[src/rtl/mem_cmd_queue.sv]
// mem_cmd_queue: small request FIFO in front of memory_controller.
// Issues one queued command at a time over cmd/addr/wdata/ready, waits for
// valid (or a timeout), then retires the request with a one-cycle response.
module mem_cmd_queue #(
  parameter int DEPTH   = 4,
  parameter int ADDR_W  = 25,
  parameter int DATA_W  = 16,
  parameter int TIMEOUT = 1024
) (
  input  logic                   clk,
  input  logic                   rst_n,
  input  logic                   req_valid,
  output logic                   req_ready,
  input  logic                   req_write,
  input  logic [ADDR_W-1:0]      req_addr,
  input  logic [DATA_W-1:0]      req_wdata,
  output logic [1:0]             cmd,
  output logic [ADDR_W-1:0]      addr,
  output logic [DATA_W-1:0]      wdata,
  input  logic [DATA_W-1:0]      rdata,
  output logic                   ready,
  input  logic                   valid,
  output logic                   rsp_valid,
  output logic                   rsp_write,
  output logic                   rsp_timeout,
  output logic [DATA_W-1:0]      rsp_rdata,
  output logic [$clog2(DEPTH):0] count
);

  localparam int PW = $clog2(DEPTH);
  localparam int CW = PW + 1;
  localparam int TW = (TIMEOUT > 1) ? $clog2(TIMEOUT) : 1;
  localparam int EW = 1 + ADDR_W + DATA_W;

  localparam logic [CW-1:0] FULL_CNT = CW'(DEPTH);
  localparam logic [TW-1:0] T_LAST   = TW'(TIMEOUT - 1);
  localparam logic [1:0]    CMD_NONE = 2'b00;
  localparam logic [1:0]    CMD_WR   = 2'b10;
  localparam logic [1:0]    CMD_RD   = 2'b01;

  typedef enum logic [1:0] {S_IDLE, S_ISSUE, S_WAIT, S_RESP} state_t;

  state_t              state;
  logic [EW-1:0]       fifo_mem [DEPTH];
  logic [PW-1:0]       wr_ptr;
  logic [PW-1:0]       rd_ptr;
  logic [TW-1:0]       tcnt;
  logic                push;
  logic                pop;
  logic                head_write;
  logic [ADDR_W-1:0]   head_addr;
  logic [DATA_W-1:0]   head_wdata;

  // Acceptance depends only on registered occupancy, so a full queue
  // refuses a push even in the cycle the head is being retired.
  assign req_ready = (count < FULL_CNT);

  assign {head_write, head_addr, head_wdata} = fifo_mem[rd_ptr];

  // Push/pop qualifiers: pop happens on the edge the outstanding command retires.
  always_comb begin
    push = req_valid && req_ready;
    pop  = (state == S_WAIT) && (valid || (tcnt == T_LAST));
  end

  // Request storage; contents are don't-care until written, so no reset.
  always_ff @(posedge clk) begin
    if (push) fifo_mem[wr_ptr] <= {req_write, req_addr, req_wdata};
  end

  // FIFO pointers and occupancy; pointers wrap naturally at power-of-two DEPTH.
  always_ff @(posedge clk or negedge rst_n) begin
    if (!rst_n) begin
      wr_ptr <= '0;
      rd_ptr <= '0;
      count  <= '0;
    end else begin
      if (push) wr_ptr <= wr_ptr + PW'(1);
      if (pop)  rd_ptr <= rd_ptr + PW'(1);
      case ({push, pop})
        2'b10:   count <= count + CW'(1);
        2'b01:   count <= count - CW'(1);
        default: count <= count;
      endcase
    end
  end

  // Sequencer: load head, strobe ready once, wait for valid/timeout, respond.
  always_ff @(posedge clk or negedge rst_n) begin
    if (!rst_n) begin
      state       <= S_IDLE;
      cmd         <= CMD_NONE;
      addr        <= '0;
      wdata       <= '0;
      ready       <= 1'b0;
      tcnt        <= '0;
      rsp_valid   <= 1'b0;
      rsp_write   <= 1'b0;
      rsp_timeout <= 1'b0;
      rsp_rdata   <= '0;
    end else begin
      case (state)
        S_IDLE: begin
          cmd <= CMD_NONE;
          if (count != '0) begin
            cmd   <= head_write ? CMD_WR : CMD_RD;
            addr  <= head_addr;
            wdata <= head_wdata;
            state <= S_ISSUE;
          end
        end
        S_ISSUE: begin
          ready <= 1'b1;
          tcnt  <= '0;
          state <= S_WAIT;
        end
        S_WAIT: begin
          ready <= 1'b0;
          if (valid) begin
            if (cmd == CMD_RD) rsp_rdata <= rdata;
            rsp_timeout <= 1'b0;
            rsp_write   <= (cmd == CMD_WR);
            rsp_valid   <= 1'b1;
            state       <= S_RESP;
          end else if (tcnt == T_LAST) begin
            rsp_timeout <= 1'b1;
            rsp_rdata   <= '0;
            rsp_write   <= (cmd == CMD_WR);
            rsp_valid   <= 1'b1;
            state       <= S_RESP;
          end else begin
            tcnt <= tcnt + TW'(1);
          end
        end
        S_RESP: begin
          rsp_valid <= 1'b0;
          cmd       <= CMD_NONE;
          state     <= S_IDLE;
        end
        default: state <= S_IDLE;
      endcase
    end
  end

endmodule

[config.mk]
export PLATFORM = sky130hd
export DESIGN_NAME = mem_cmd_queue
export DESIGN_NICKNAME = d
export VERILOG_FILES = /design/src/rtl/mem_cmd_queue.sv
export SDC_FILE = /design/constraint.sdc
export NUM_CORES = 1
export LEC_CHECK = 0
export CAP_MARGIN = 15
export CORE_MARGIN = 2
export CORE_UTILIZATION = 45
export DETAILED_ROUTE_END_ITERATION = 10
export PLACE_DENSITY_LB_ADDON = 0.3
export SETUP_SLACK_MARGIN = 0.3
export SYNTH_ARGS = -nofsm -noshare
export SYNTH_HDL_FRONTEND = slang
export SYNTH_SLANG_ARGS = --single-unit
export TNS_END_PERCENT = 1
[constraint.sdc]
create_clock -name clk -period 2.5 [get_ports clk]
set_input_delay 0.375 -clock clk [delete_from_list [all_inputs] [get_ports clk]]
set_output_delay 0.375 -clock clk [all_outputs]
set_load 0.03 [all_outputs]
* Yosys cells after proc, flatten, opt, wreduce, memory -nomap -nowiden *
Memory sizes are Yosys's and may differ from the RTL's.
Cells that the tools add are included.

storage, ports and cells
  bits in registers = 82
  memory bits (writable) = 168
  bits of input ports = 62
  memories = 1
  word-level logic and storage cells = 72
  output and inout bits = 67

memory list
  name      depth  bits a word  read ports  clocked after Yosys merged registers in  wr ports  line  text
  fifo_mem  4      42           1           0                                        1         44    logic [EW-1:0] fifo_mem [DEPTH];

cells by class
  add/sub/neg operators = 5
  magnitude comparators = 1
  multiplexer cells = 23
  reduce and logical (&&, ||, !) cells = 16
  eq/ne operators = 13

operators by type and width
  operator                                                                  count
  16-bit 2-to-1 mux                                                         3
  10-bit 2-to-1 mux                                                         2
  10-bit case mux with 2 select lines                                       1
  10-bit by 1-bit adder with 10-bit output (second input constant)          1
  10-bit equality test (second input constant)                              1
  2-bit 2-to-1 mux                                                          5
  2-bit nonzero test                                                        5
  2-bit equality test (second input constant)                               4
  2-bit case mux with 4 select lines                                        1
  2-bit AND reduction                                                       4
  1-bit 2-to-1 mux                                                          7
  2-bit by 1-bit equality test with 1-bit output (second input constant)    3
  2-bit inequality test (second input constant)                             3
  3-bit case mux with 2 select lines                                        1
  3-bit AND reduction                                                       2
  2-bit by 1-bit adder with 2-bit output (second input constant)            2
  1-bit case mux with 2 select lines                                        2
  2-bit case mux with 2 select lines                                        1
  3-bit by 1-bit adder with 3-bit output (second input constant)            1
  3-bit < comparator (second input constant)                                1
  3-bit by 2-bit inequality test with 1-bit output (second input constant)  1
  3-bit nonzero test                                                        1
  3-bit by 1-bit subtractor with 3-bit output (second input constant)       1
  1-bit logical AND                                                         2
  other kinds (3)                                                           3

* Logic depth before layout (Yosys ltp) *
Gate-level depths: netlist of the first run.

  depth in word-level cells = 5
  gate-level depth with buffers = 11
  mapped depth without buffers = 10

* Worst setup path before layout of the first run *
No wires, ideal clock.

  path kind = flip-flop to flip-flop
  start = register count[2]
  end = memory fifo_mem[0][0] (netlist bit), enable pin
  setup time = 0.403 ns
  path slack = 0.175 ns
  buffers on the path = 1
  data required time = 2.097 ns
  data arrival time = 1.921 ns
  period minus slack after synthesis = 2.325 ns
  stages on the path, launching flop included = 4
  cells stage by stage = dfrtp_1 nor2b_1 clkbuf_1 and2_1

on the way
  cells in the longest elaborated chain, start to end = 4

ends and longest elaborated chain
  what                                    line  text
  from (decl)                             27    output logic [$clog2(DEPTH):0] count
  from (signal assigned)                  81    2'b10: count <= count + CW'(1);
  from (signal assigned)                  82    2'b01: count <= count - CW'(1);
  from (signal assigned)                  83    default: count <= count;
  3-bit < comparator                      56    assign req_ready = (count < FULL_CNT);
  1-bit logical AND                       62    push = req_valid && req_ready;
  1-bit 2-to-1 mux                        68    if (push) fifo_mem[wr_ptr] <= {req_write, req_addr, req_wdata};
  1-bit 2-to-1 mux (implied by the code)  68
  to (decl)                               44

No other way between the ends.

* Final worst setup path of the first run *
  start = register tcnt[7]
  end = register count[2]

on the way
  cells in the longest elaborated chain, start to end = 5
  elaborated cells between the ends (all ways) = 7
  classes of those cells = eq/ne: 3; mux: 1; reduce/logical: 3

ends and longest elaborated chain
  what                                                                                   line  text
  from (decl)                                                                            47    logic [TW-1:0] tcnt;
  from (signal assigned)                                                                 132   tcnt <= tcnt + TW'(1);
  10-bit equality test *                                                                 63    pop = (state == S_WAIT) && (valid || (tcnt == T_LAST));
  1-bit logical OR *                                                                     63
  1-bit logical AND *                                                                    63
  named net pop                                                                          49    logic pop;
  2-bit by 1-bit equality test with 1-bit output or 2-bit equality test (tied branches)  80    case ({push, pop})
  3-bit case mux with 2 select lines or 2-bit nonzero test (tied branches)               -

Mark *: on every way through the listed nets, which the timed path passes. The rest lies on a longest branch.
A chain may end at the register's enable or synchronous reset.

==> metrics, run 1 <==
final cell count without fillers 930; number of buffers and inverters on the critical path 2; fraction of power spent switching nets 0.319; placer congestion estimate between 0.8 and 0.9; remaining antenna violation count 0; sort of element at the end of the critical path flip-flop; DRC violations left 0; highest attainable clock frequency 467 MHz; top fanout value on the critical path 7; vertical extent of the die 150 µm; number of antenna violations at the first check in global routing 0; DP Wirelength 11500 µm; number of warning messages in the yosys log 0; nets in the synthesized netlist 560; static leakage power 4.47 nW; number of clock buffers inserted by TritonCTS 25; 1st-iter DRT viols approximately 300; fin nets roughly 710; number of violations of the max-capacitance limit 0; count of endpoints failing setup in the final report 0; Critical R2R Capture count[2]; leading register cell type out of synthesis sky130_fd_sc_hd__edfxtp_1; Placed Instances 883; Worst Path Arrival 2.58 ns; clock network power share 0.254; routed length per instance 20.2 µm; Largest stage delay, worst path 0.44 ns; peak supply drop about 0.8 mV; max_slew headroom 0.557; CTS tree yes; Slew Limit Fails 0; flops & latches, synth 250; number of instances in the synthesized netlist 487; power per cell area 1270 nW/µm²; Clk Latency, worst-skew pair between 0.5 and 0.6 ns; Worst Clk Skew 0.0157 ns; post-synth design cell area 9630 µm²; Reg2Reg Launch Point tcnt[7]; Core ar. 21000 µm²; CP delay by family, top adder cells; # H-tree levels 1; starting density of the core 0.458; Sink Count 250; number of global-route vias before repair 5403; transition at the pin with the smallest max-transition slack 0.660 ns; num rows 53; number of port buffers roughly 130; Syn Area/Cell 19.8 µm²; post-route fraction of the period consumed by the critical path 0.857; startpoint-to-endpoint class of the critical path reg2reg; sequential cell fraction of total power 0.382; setup repair after global routing missed its margin yes; share of flip-flops with an asynchronous set or reset 0.328; crit path cell chain and4_1 -> a41o_1 -> nand2_4 -> inv_1 -> ha_1 -> inv_1 -> fa_1 -> xor2_1 -> nor2_1 -> xnor2_1; reg-to-reg slack, setup 0.36 ns; Worst-path clk slew ~0.06 ns; wire length of the first global-routing pass 29700 µm; slowest CP cell sky130_fd_sc_hd__dfrtp_1; Switching Power between 4 and 5 mW; overflow left after global routing 0; count of fill cells added during filler insertion approximately 1500; worst setup timing slack at the placement stage 0.198 ns; outcome finished, final reports clean; FF-to-FF path depth 10; die extent in x 150 µm; routed via count 5050; number of library cell types mapped by synthesis 56; Setup TNS Final 0 ns; Cell Int Power 10.6 mW; Final Hold Violating Endpoints 0; number of ports placed on the die boundary roughly 130; startpoint type of the worst setup path flip-flop; root buffer selected by CTS sky130_fd_sc_hd__clkbuf_16; Hold WC Path Type in2async; area overhead of the layout relative to synthesis 27.2%; via-per-instance ratio about 5.4; number of flops mapped to enable cells by yosys 168; Post-Route Utilization 0.583; fin crit period between 2 and 2.5 ns; antenna diode count 0; Comb power frac 0.364; overall fraction of global-route tracks in use 0.172; TritonRoute pass-1 iters 5; pin count of the biggest net entering global routing 47; worst hold margin 0.407 ns; post-layout worst setup margin ~0.36 ns; required time at the worst-slack endpoint 2.94 ns; fraction of final layout cells sized beyond drive strength 1 0.240; clk buf depth 3; Die Footprint 22600 µm²; Crit path top cell by count sky130_fd_sc_hd__inv_1; routed wire length 18800 µm; sequential-to-total area share from yosys stat 0.737
==> placed cells by master (no fill, tap or decap), drive strengths merged, types with 2 or more instances in the layout <==
master	synthesis	layout
mux2	42	42
nand2b	2	2
buf	16	17
bufinv	0	4
mux2i	3	3
mux4	42	42
o311ai	3	3
clkdlybuf4s50	0	127
o31ai	2	2
nand2	11	11
xnor2	5	5
nor2	4	4
and2	4	4
nor3	3	3
o211ai	2	2
nor2b	2	2
o21ai	3	3
a21boi	3	3
a21oi	2	2
nand4	2	2
o22a	2	2
a22o	17	17
ha	10	10
inv	15	18
nor4	3	3
clkbuf	7	36
clkinv	1	4
nand3	9	9
and3	3	3
edfxtp	168	168
dfrtp	82	82
o41ai	2	2
==> worst max path at each step <==
stage / from / end / slack (ns) / cells past startpoint
after global routing: tcnt[1] / count[2] / 0.22 / 10
after CTS: tcnt[0] / count[2] / 0.33 / 10
after detailed placement: valid / rsp_rdata[3] / 0.20 / 5
final: tcnt[7] / count[2] / 0.36 / 10
after floorplan: count[2] / fifo_mem[1][0] / 0.18 / 3
after global placement: valid / count[2] / 0.24 / 10
==> flip-flops by register name (all words and copies together), names as in the netlist <==
signal / flops
wdata: 16
tcnt: 10
rsp_rdata: 16
wr_ptr: 2
addr: 25
rsp_timeout: 1
rsp_valid: 1
state: 2
count: 3
ready: 1
fifo_mem: 168
rsp_write: 1
rd_ptr: 2
cmd: 2
==> cells by family (layout without fill, tap and decap cells) <==
group,Yosys count,count (layout),synth area share
flip-flops,250,250,0.737
multiplexers,87,87,0.150
AND/OR/NAND/NOR,49,49,0.0316
AO/OA/AOI/OAI,45,45,0.0395
buffers and inverters,39,207,0.0212
adder cells (fa/ha/maj),11,11,0.0151
XOR/XNOR,6,6,0.00546
==> cells in the mapped netlist (2+ instances only) <==
library cell,count,area (µm²)
sky130_fd_sc_hd__o311ai_0,2,17.5
sky130_fd_sc_hd__nor2b_1,2,12.5
sky130_fd_sc_hd__edfxtp_1,168,5040
sky130_fd_sc_hd__nor4_1,2,12.5
sky130_fd_sc_hd__nor2_1,4,15.0
sky130_fd_sc_hd__o21ai_0,3,15.0
sky130_fd_sc_hd__buf_6,5,56.3
sky130_fd_sc_hd__nand4_1,2,12.5
sky130_fd_sc_hd__nand3_1,8,40.0
sky130_fd_sc_hd__nor3_1,2,10.0
sky130_fd_sc_hd__mux2i_1,3,30.0
sky130_fd_sc_hd__o22a_1,2,17.5
sky130_fd_sc_hd__buf_2,7,35.0
sky130_fd_sc_hd__mux2_2,42,473
sky130_fd_sc_hd__a22o_1,17,149
sky130_fd_sc_hd__buf_4,3,22.5
sky130_fd_sc_hd__clkbuf_1,7,26.3
sky130_fd_sc_hd__nand2b_1,2,12.5
sky130_fd_sc_hd__mux4_2,42,946
sky130_fd_sc_hd__ha_1,10,125
sky130_fd_sc_hd__o31ai_1,2,15.0
sky130_fd_sc_hd__dfrtp_1,82,2050
sky130_fd_sc_hd__and3_1,2,12.5
sky130_fd_sc_hd__a21boi_0,3,22.5
sky130_fd_sc_hd__a21oi_1,2,10.0
sky130_fd_sc_hd__o211ai_1,2,15.0
sky130_fd_sc_hd__and2_1,4,25.0
sky130_fd_sc_hd__o41ai_1,2,17.5
sky130_fd_sc_hd__inv_1,15,56.3
sky130_fd_sc_hd__xnor2_1,5,43.8
sky130_fd_sc_hd__nand2_1,10,37.5
==> power by group through the flow <==
stage	Combinational [mW]	Sequential (mW)	Clock [mW]
global route	6.04	6.03	4.23
finish	5.65	5.92	3.94
CTS	5.75	5.93	4.05
global placement	5.63	5.95	0
floorplan	2.66	6.91	0
detailed placement	5.72	6.01	0
==> repair_timing <==
| action | in CTS | in global routing |
|---|---|---|
| hold buffers | 1 | 0 |
| resized for setup | 0 | 3 |
| hold endpoints to repair | 43 | 0 |
| buffers inserted | 0 | 0 |
| setup endpoints to repair | 0 | 17 |
==> per-layer routing <==
metal	wire length [µm]	GRT usage	vias to the layer above	share of wire
met1	7880	0.228	2622	0.42
li1	-	-	2232	-
met5	0	0	-	0
met2	9560	0.298	171	0.51
met4	272	0.0358	0	0.014
met3	1130	0.0336	25	0.060
==> worst reg2reg max path, stage by stage, from the launching register on <==
cell	delay [ns]
sky130_fd_sc_hd__dfrtp_1	0.44
sky130_fd_sc_hd__and4_1	0.25
sky130_fd_sc_hd__a41o_1	0.25
sky130_fd_sc_hd__nand2_4	0.07
sky130_fd_sc_hd__inv_1	0.06
sky130_fd_sc_hd__ha_1	0.16
sky130_fd_sc_hd__inv_1	0.06
sky130_fd_sc_hd__fa_1	0.37
sky130_fd_sc_hd__xor2_1	0.15
sky130_fd_sc_hd__nor2_1	0.11
sky130_fd_sc_hd__xnor2_1	0.12
==> area by class of cell <==
type | count | area, µm² | area share
flip-flops and latches | 250 | 7100 | 0.580
multi-input cells | 198 | 2340 | 0.191
repair buffers | 145 | 1510 | 0.123
clock buffers | 36 | 717 | 0.0585
well taps | 275 | 344 | 0.0281
clock inverters | 10 | 173 | 0.0141
inverters | 16 | 60.1 | 0.00490
==> through the flow <==
step / cell area (µm²) / total power [mW]
floorplan: 9630 / 9.58
global placement: 11300 / 11.6
detailed placement: 11300 / 11.7
CTS: 12200 / 15.7
global route: 12200 / 16.3
finish: 12200 / 15.5
Power figures use the tool's default switching activity.
==> run 2: changes to the inputs <==
==> constraint.sdc (replaced) <==
create_clock -name clk -period 2.3 [get_ports clk]
set_input_delay 0.345 -clock clk [delete_from_list [all_inputs] [get_ports clk]]
set_output_delay 0.345 -clock clk [all_outputs]
set_load 0.03 [all_outputs]
==> metrics, run 2 (synthesis results as in run 1) <==
Hold WC Path Type in2async; Clk Latency, worst-skew pair 0.52 ns (about the same); vertical extent of the die 150 µm (unchanged); wire length of the first global-routing pass 29200 µm (-1.7%); startpoint type of the worst setup path flip-flop; required time at the worst-slack endpoint 2.72 ns (-0.22 ns); TritonRoute pass-1 iters 4 (-1); Final Hold Violating Endpoints 0 (unchanged); DP Wirelength 11500 µm (+0.11%); post-layout worst setup margin 0.289 ns (-0.0693 ns); largest registers in the final layout fifo_mem: 168 flops, addr: 25 flops; top fanout value on the critical path 3 (-4); top library cells by usage in the layout, fill and taps aside sky130_fd_sc_hd__edfxtp_1, sky130_fd_sc_hd__clkdlybuf4s50_1, sky130_fd_sc_hd__dfrtp_1; most common cell after layout, fill and taps aside sky130_fd_sc_hd__edfxtp_1; startpoint-to-endpoint class of the critical path reg2reg; peak supply drop 0.900 mV (+11%); die extent in x 150 µm (unchanged); number of antenna violations at the first check in global routing 0 (unchanged); overflow left after global routing 0 (unchanged); root buffer selected by CTS sky130_fd_sc_hd__clkbuf_16; clock network power share 0.252 (-0.002); remaining antenna violation count 0 (unchanged); slowest CP cell sky130_fd_sc_hd__dfrtp_1; number of ports placed on the die boundary 129 (unchanged); sequential cell fraction of total power 0.385 (+0.003); Post-Route Utilization 0.588 (+0.00571); number of global-route vias before repair 5421 (+0.33%); clk buf depth 3 (unchanged); Sink Count 250 (unchanged); CTS tree yes; starting density of the core 0.458 (unchanged); Worst Path Arrival 2.44 ns (-0.14 ns); fraction of power spent switching nets 0.316 (-0.00330); crit path cell chain and4_1 -> a41o_1 -> nand2_4 -> inv_1 -> ha_2 -> inv_1 -> fa_2 -> xor2_1 -> nor2_1 -> xnor2_1; power per cell area 1370 nW/µm² (+7.9%); Worst-path clk slew 0.06 ns (about the same); Largest stage delay, worst path 0.34 ns (-0.10 ns); overall fraction of global-route tracks in use 0.168 (-0.00424); via-per-instance ratio 5.42 (-0.25%); number of port buffers 128 (unchanged); fin crit period 2.01 ns (-0.131 ns); DRC violations left 0 (unchanged); # H-tree levels 1 (unchanged); highest attainable clock frequency 497 MHz (+6.5%); pin count of the biggest net entering global routing 44 (-6.4%); routed via count 5113 (+1.2%); Comb power frac 0.363 (about the same); sort of element at the end of the critical path flip-flop; number of clock buffers inserted by TritonCTS 25 (unchanged); number of violations of the max-capacitance limit 0 (unchanged); num rows 53 (unchanged); post-route fraction of the period consumed by the critical path 0.874 (+0.0176); Core ar. 21000 µm² (unchanged); fraction of final layout cells sized beyond drive strength 1 0.260 (+0.0204); max_slew headroom 0.552 (-0.00484); fin nets 723 (+2.0%); outcome finished, final reports clean; Crit path top cell by count sky130_fd_sc_hd__inv_1; 1st-iter DRT viols 227 (-23%); Cell Int Power 11.6 mW (+9.5%); Die Footprint 22600 µm² (unchanged); setup repair after global routing missed its margin yes; routed length per instance 19.7 µm (-2.5%); register bank with the most flops fifo_mem; Worst Clk Skew 0.0219 ns (+0.00618 ns); placer congestion estimate 0.887 (+3.6%); antenna diode count 0 (unchanged); worst setup timing slack at the placement stage 0.0858 ns (-0.112 ns); count of endpoints failing setup in the final report 0 (unchanged); Switching Power 5.34 mW (+7.9%); flip-flop count of the largest register after layout 168 (unchanged); Slew Limit Fails 0 (unchanged); static leakage power 4.54 nW (+1.6%); area overhead of the layout relative to synthesis 28.4%; transition at the pin with the smallest max-transition slack 0.667 ns (+0.00720 ns); routed wire length 18600 µm (-1.0%)
run 2: cell types whose count changed in the layout (fill, tap and decap cells not counted), moves of 2 or more:
| cell | previous run | this run |
|---|---|---|
| sky130_fd_sc_hd__buf_4 | 9 | 22 |
| sky130_fd_sc_hd__clkbuf_8 | 5 | 3 |
| sky130_fd_sc_hd__dfrtp_2 | 2 | 5 |
| sky130_fd_sc_hd__clkinvlp_4 | 0 | 2 |
| sky130_fd_sc_hd__dfrtp_1 | 79 | 76 |
run 2: cell type report:
type,count,area [µm²]
multi-input combinational,198,2350
fill,1504,8650
sequential,250,7110
clock buffer,35,693
timing repair buffer,159,1630
inverter,16,61.3
tap,275,344
clock inverter,11,188
run 2: layer usage:
metal,vias up,share of wire,GRT usage
met1,2646,0.42,0.224
met4,0,0.015,0.0406
met3,28,0.063,0.0333
met2,174,0.50,0.286
li1,2265,-,-
met5,-,0,0
run 2: path summary, 6_finish.rpt:
check / from / endpoint / slack [ns] / depth (start not counted)
min in group clk: rdata[5] / rsp_rdata[5] / 0.44 / 2
setup / recovery: tcnt[6] / count[2] / 0.29 / 10
hold reg to reg: rsp_rdata[1] / rsp_rdata[1] / 0.50 / 1
max in group asynchronous: rst_n / tcnt[0] / 1.20 / 3
setup reg to reg: tcnt[6] / count[2] / 0.29 / 10
hold / removal: rst_n / count[1] / 0.38 / 2
run 2: worst max-delay path: cells and delay by family (launching register included):
family,cells,cell delay [ns]
DFF,1,0.34
buffers and inverters,2,0.11
and+or+nand+nor,3,0.44
AOI/OAI and AO/OA,1,0.26
xor gates and xnor gates,2,0.27
adders and majority gates,2,0.51
run 2: power groups by stage:
stage          Combinational [mW]  Clock, mW  Sequential, mW
3_5_place_dp                 6.16          0            6.61
3_3_place_gp                 6.05          0            6.56
6_report                     6.13       4.26            6.51
2_1_floorplan                2.89          0            7.52
4_1_cts                      6.21       4.36            6.53
5_1_grt                      6.54       4.55            6.65
run 2: timing repair:
item                       4_1_cts  5_1_grt
resized for setup                2        7
setup buffers                    5        3
pin swaps                        0        4
hold endpoints to repair        32        0
setup endpoints to repair        9       19
hold buffers                     1        0
run 2: per-stage QoR:
stage | cell area, µm² | hold WS, ns | instances | TNS, ns | total power [mW]
after global routing | 12400 | 0.406 | 944 | 0 | 17.7
after detailed placement | 11400 | 0.361 | 889 | 0 | 12.8
after CTS | 12300 | 0.376 | 941 | 0 | 17.1
after floorplan | 9630 | 0.0494 | 487 | -3.07 | 10.4
after global placement | 11400 | 0.367 | 889 | 0 | 12.6
final | 12400 | 0.375 | 944 | 0 | 16.9
==> run 3: changes to the inputs <==
--- a/config.mk
+++ b/config.mk
@@ -9,7 +9,7 @@
 export CORE_MARGIN = 2
 export CORE_UTILIZATION = 45
 export DETAILED_ROUTE_END_ITERATION = 10
-export PLACE_DENSITY_LB_ADDON = 0.3
+export PLACE_DENSITY = 0.76
 export SETUP_SLACK_MARGIN = 0.3
 export SYNTH_ARGS = -nofsm -noshare
 export SYNTH_HDL_FRONTEND = slang
==> metrics, run 3 (synthesis results as in run 1) <==
number of antenna violations at the first check in global routing 0 (unchanged); Placed Instances 887 (-0.22%); combined area of the multi-input logic cells 2360 µm² (+0.75%); 1st-iter DRT viols 293 (+29%); root buffer selected by CTS sky130_fd_sc_hd__clkbuf_16; num rows 53 (unchanged); Slew Limit Fails 0 (unchanged); TritonRoute pass-1 iters 7 (+3); final cell count without fillers 946 (+0.21%); power per cell area 1350 nW/µm² (-0.99%); post-route fraction of the period consumed by the critical path 0.878 (+0.00409); routed length per instance 19.8 µm (about the same); max_slew headroom 0.591 (+0.0392); routed wire length 18700 µm (+0.31%); required time at the worst-slack endpoint 2.74 ns (+0.02 ns); number of clock buffers inserted by TritonCTS 26 (+4.0%); Hold WC Path Type in2async; total power of the final layout 16.7 mW (-0.93%); area overhead of the layout relative to synthesis 28.5% (about the same); startpoint-to-endpoint class of the critical path reg2reg; top library cells by usage in the layout, fill and taps aside sky130_fd_sc_hd__edfxtp_1, sky130_fd_sc_hd__clkdlybuf4s50_1, sky130_fd_sc_hd__dfrtp_1; Worst-path clk slew 0.06 ns (about the same); wire length of the first global-routing pass 29200 µm (about the same); number of global-route vias before repair 5517 (+1.8%); Final Hold Violating Endpoints 0 (unchanged); sort of element at the end of the critical path flip-flop; worst setup timing slack at the placement stage 0.0491 ns (-0.0367 ns); routed via count 5159 (+0.90%); setup repair after global routing missed its margin yes; overall fraction of global-route tracks in use 0.167 (-0.000377); top fanout value on the critical path 4 (+1); outcome finished, final reports clean; pin count of the biggest net entering global routing 44 (unchanged); count of endpoints failing setup in the final report 0 (unchanged); fraction of final layout cells sized beyond drive strength 1 0.271 (+0.0111); most common cell after layout, fill and taps aside sky130_fd_sc_hd__edfxtp_1; transition at the pin with the smallest max-transition slack 0.613 ns (-0.0537 ns); overflow left after global routing 0 (unchanged); flip-flop count of the largest register after layout 168 (unchanged); Die Footprint 22600 µm² (unchanged); DRC violations left 0 (unchanged); remaining antenna violation count 0 (unchanged); count of fill cells added during filler insertion 1516 (+0.80%); Clk Latency, worst-skew pair 0.52 ns (about the same); die extent in x 150 µm (unchanged); via-per-instance ratio 5.45 (+0.69%); DP Wirelength 11600 µm (+0.39%); fin nets 724 (+0.14%); number of violations of the max-capacitance limit 0 (unchanged); placer congestion estimate 0.907 (+2.2%); post-layout worst setup margin 0.280 ns (-0.00942 ns); register bank with the most flops fifo_mem; peak supply drop 0.795 mV (-12%); antenna diode count 0 (unchanged); static leakage power 4.54 nW (about the same); starting density of the core 0.458 (unchanged); Worst Path Arrival 2.46 ns (+0.02 ns); Sink Count 250 (unchanged); largest registers in the final layout fifo_mem: 168 flops, addr: 25 flops; startpoint type of the worst setup path flip-flop; number of ports placed on the die boundary 129 (unchanged); vertical extent of the die 150 µm (unchanged); # H-tree levels 1 (unchanged); highest attainable clock frequency 495 MHz (-0.47%); Setup TNS Final 0 ns (unchanged); Core ar. 21000 µm² (unchanged); CTS tree yes; flip-flop and latch area 7110 µm² (unchanged); clk buf depth 3 (unchanged); FF-to-FF path depth 10 (unchanged); Worst Clk Skew 0.00577 ns (-0.0161 ns); number of port buffers 128 (unchanged); fin crit period 2.02 ns (+0.00942 ns)
## run 3: changes by cell type in the layout (fill, tap and decap cells not counted), sizes merged
| cell | delta |
|---|---|
| bufinv | -4 |
| clkbuf | +4 |
| clkinv | +3 |
| dlygate4sd2 | +1 |
| dlymetal6s2s | -1 |
| inv | -1 |
## run 3: worst paths after layout
kind / start / slack [ns] / to
setup / recovery: tcnt[4] / 0.28 / count[2]
hold / removal: rst_n / 0.39 / ready
setup reg to reg: tcnt[4] / 0.28 / count[2]
hold reg to reg: rsp_rdata[7] / 0.50 / rsp_rdata[7]
max in group asynchronous: rst_n / 1.27 / rd_ptr[1]
min in group clk: rdata[6] / 0.45 / rsp_rdata[6]
## run 3: critical path: stages (launching register included)
cell and delay [ns]:
sky130_fd_sc_hd__dfrtp_1 0.43, sky130_fd_sc_hd__and3_4 0.24, sky130_fd_sc_hd__a41o_1 0.23, sky130_fd_sc_hd__nand2_4 0.07, sky130_fd_sc_hd__inv_2 0.07, sky130_fd_sc_hd__ha_4 0.13, sky130_fd_sc_hd__inv_1 0.05, sky130_fd_sc_hd__fa_2 0.33
sky130_fd_sc_hd__xor2_1 0.14, sky130_fd_sc_hd__nor2_1 0.14, sky130_fd_sc_hd__xnor2_1 0.12
## run 3: routing by layer
layer | global-route usage | share of wire | vias up
met1 | 0.215 | 0.40 | 2643
li1 | - | - | 2268
met5 | 0 | 0 | -
met4 | 0.0387 | 0.019 | 0
met2 | 0.292 | 0.51 | 207
met3 | 0.0367 | 0.070 | 41
## run 3: timing repair
| action | in CTS | in global routing |
|---|---|---|
| endpoints found under the hold margin | 39 | 0 |
| hold buffers | 1 | 0 |
| setup endpoints to repair | 8 | 13 |
| pin swaps | 1 | 6 |
| buffers inserted | 3 | 7 |
| resized for setup | 3 | 10 |
## run 3: cell type report
class                   instances  area share
flip-flops and latches        250       0.574
multi-input cells             198       0.191
repair buffers                159       0.131
clock buffers                  39      0.0647
well taps                     275      0.0278
clock inverters                 9     0.00576
inverters                      16     0.00516
## run 3: where the power goes
group	total, mW	switching, mW	internal [mW]
Combinational	6.07	3.11	2.96
Sequential	6.55	0.616	5.94
Clock	4.12	1.62	2.51
## run 3: stage by stage
step / area [µm²] / utilization / hold WS (ns)
final: 12400 / 0.589 / 0.387
after global routing: 12400 / 0.589 / 0.434
after CTS: 12300 / 0.585 / 0.402
after detailed placement: 11400 / 0.542 / 0.402
after global placement: 11400 / 0.542 / 0.385
after floorplan: 9630 / - / 0.0494
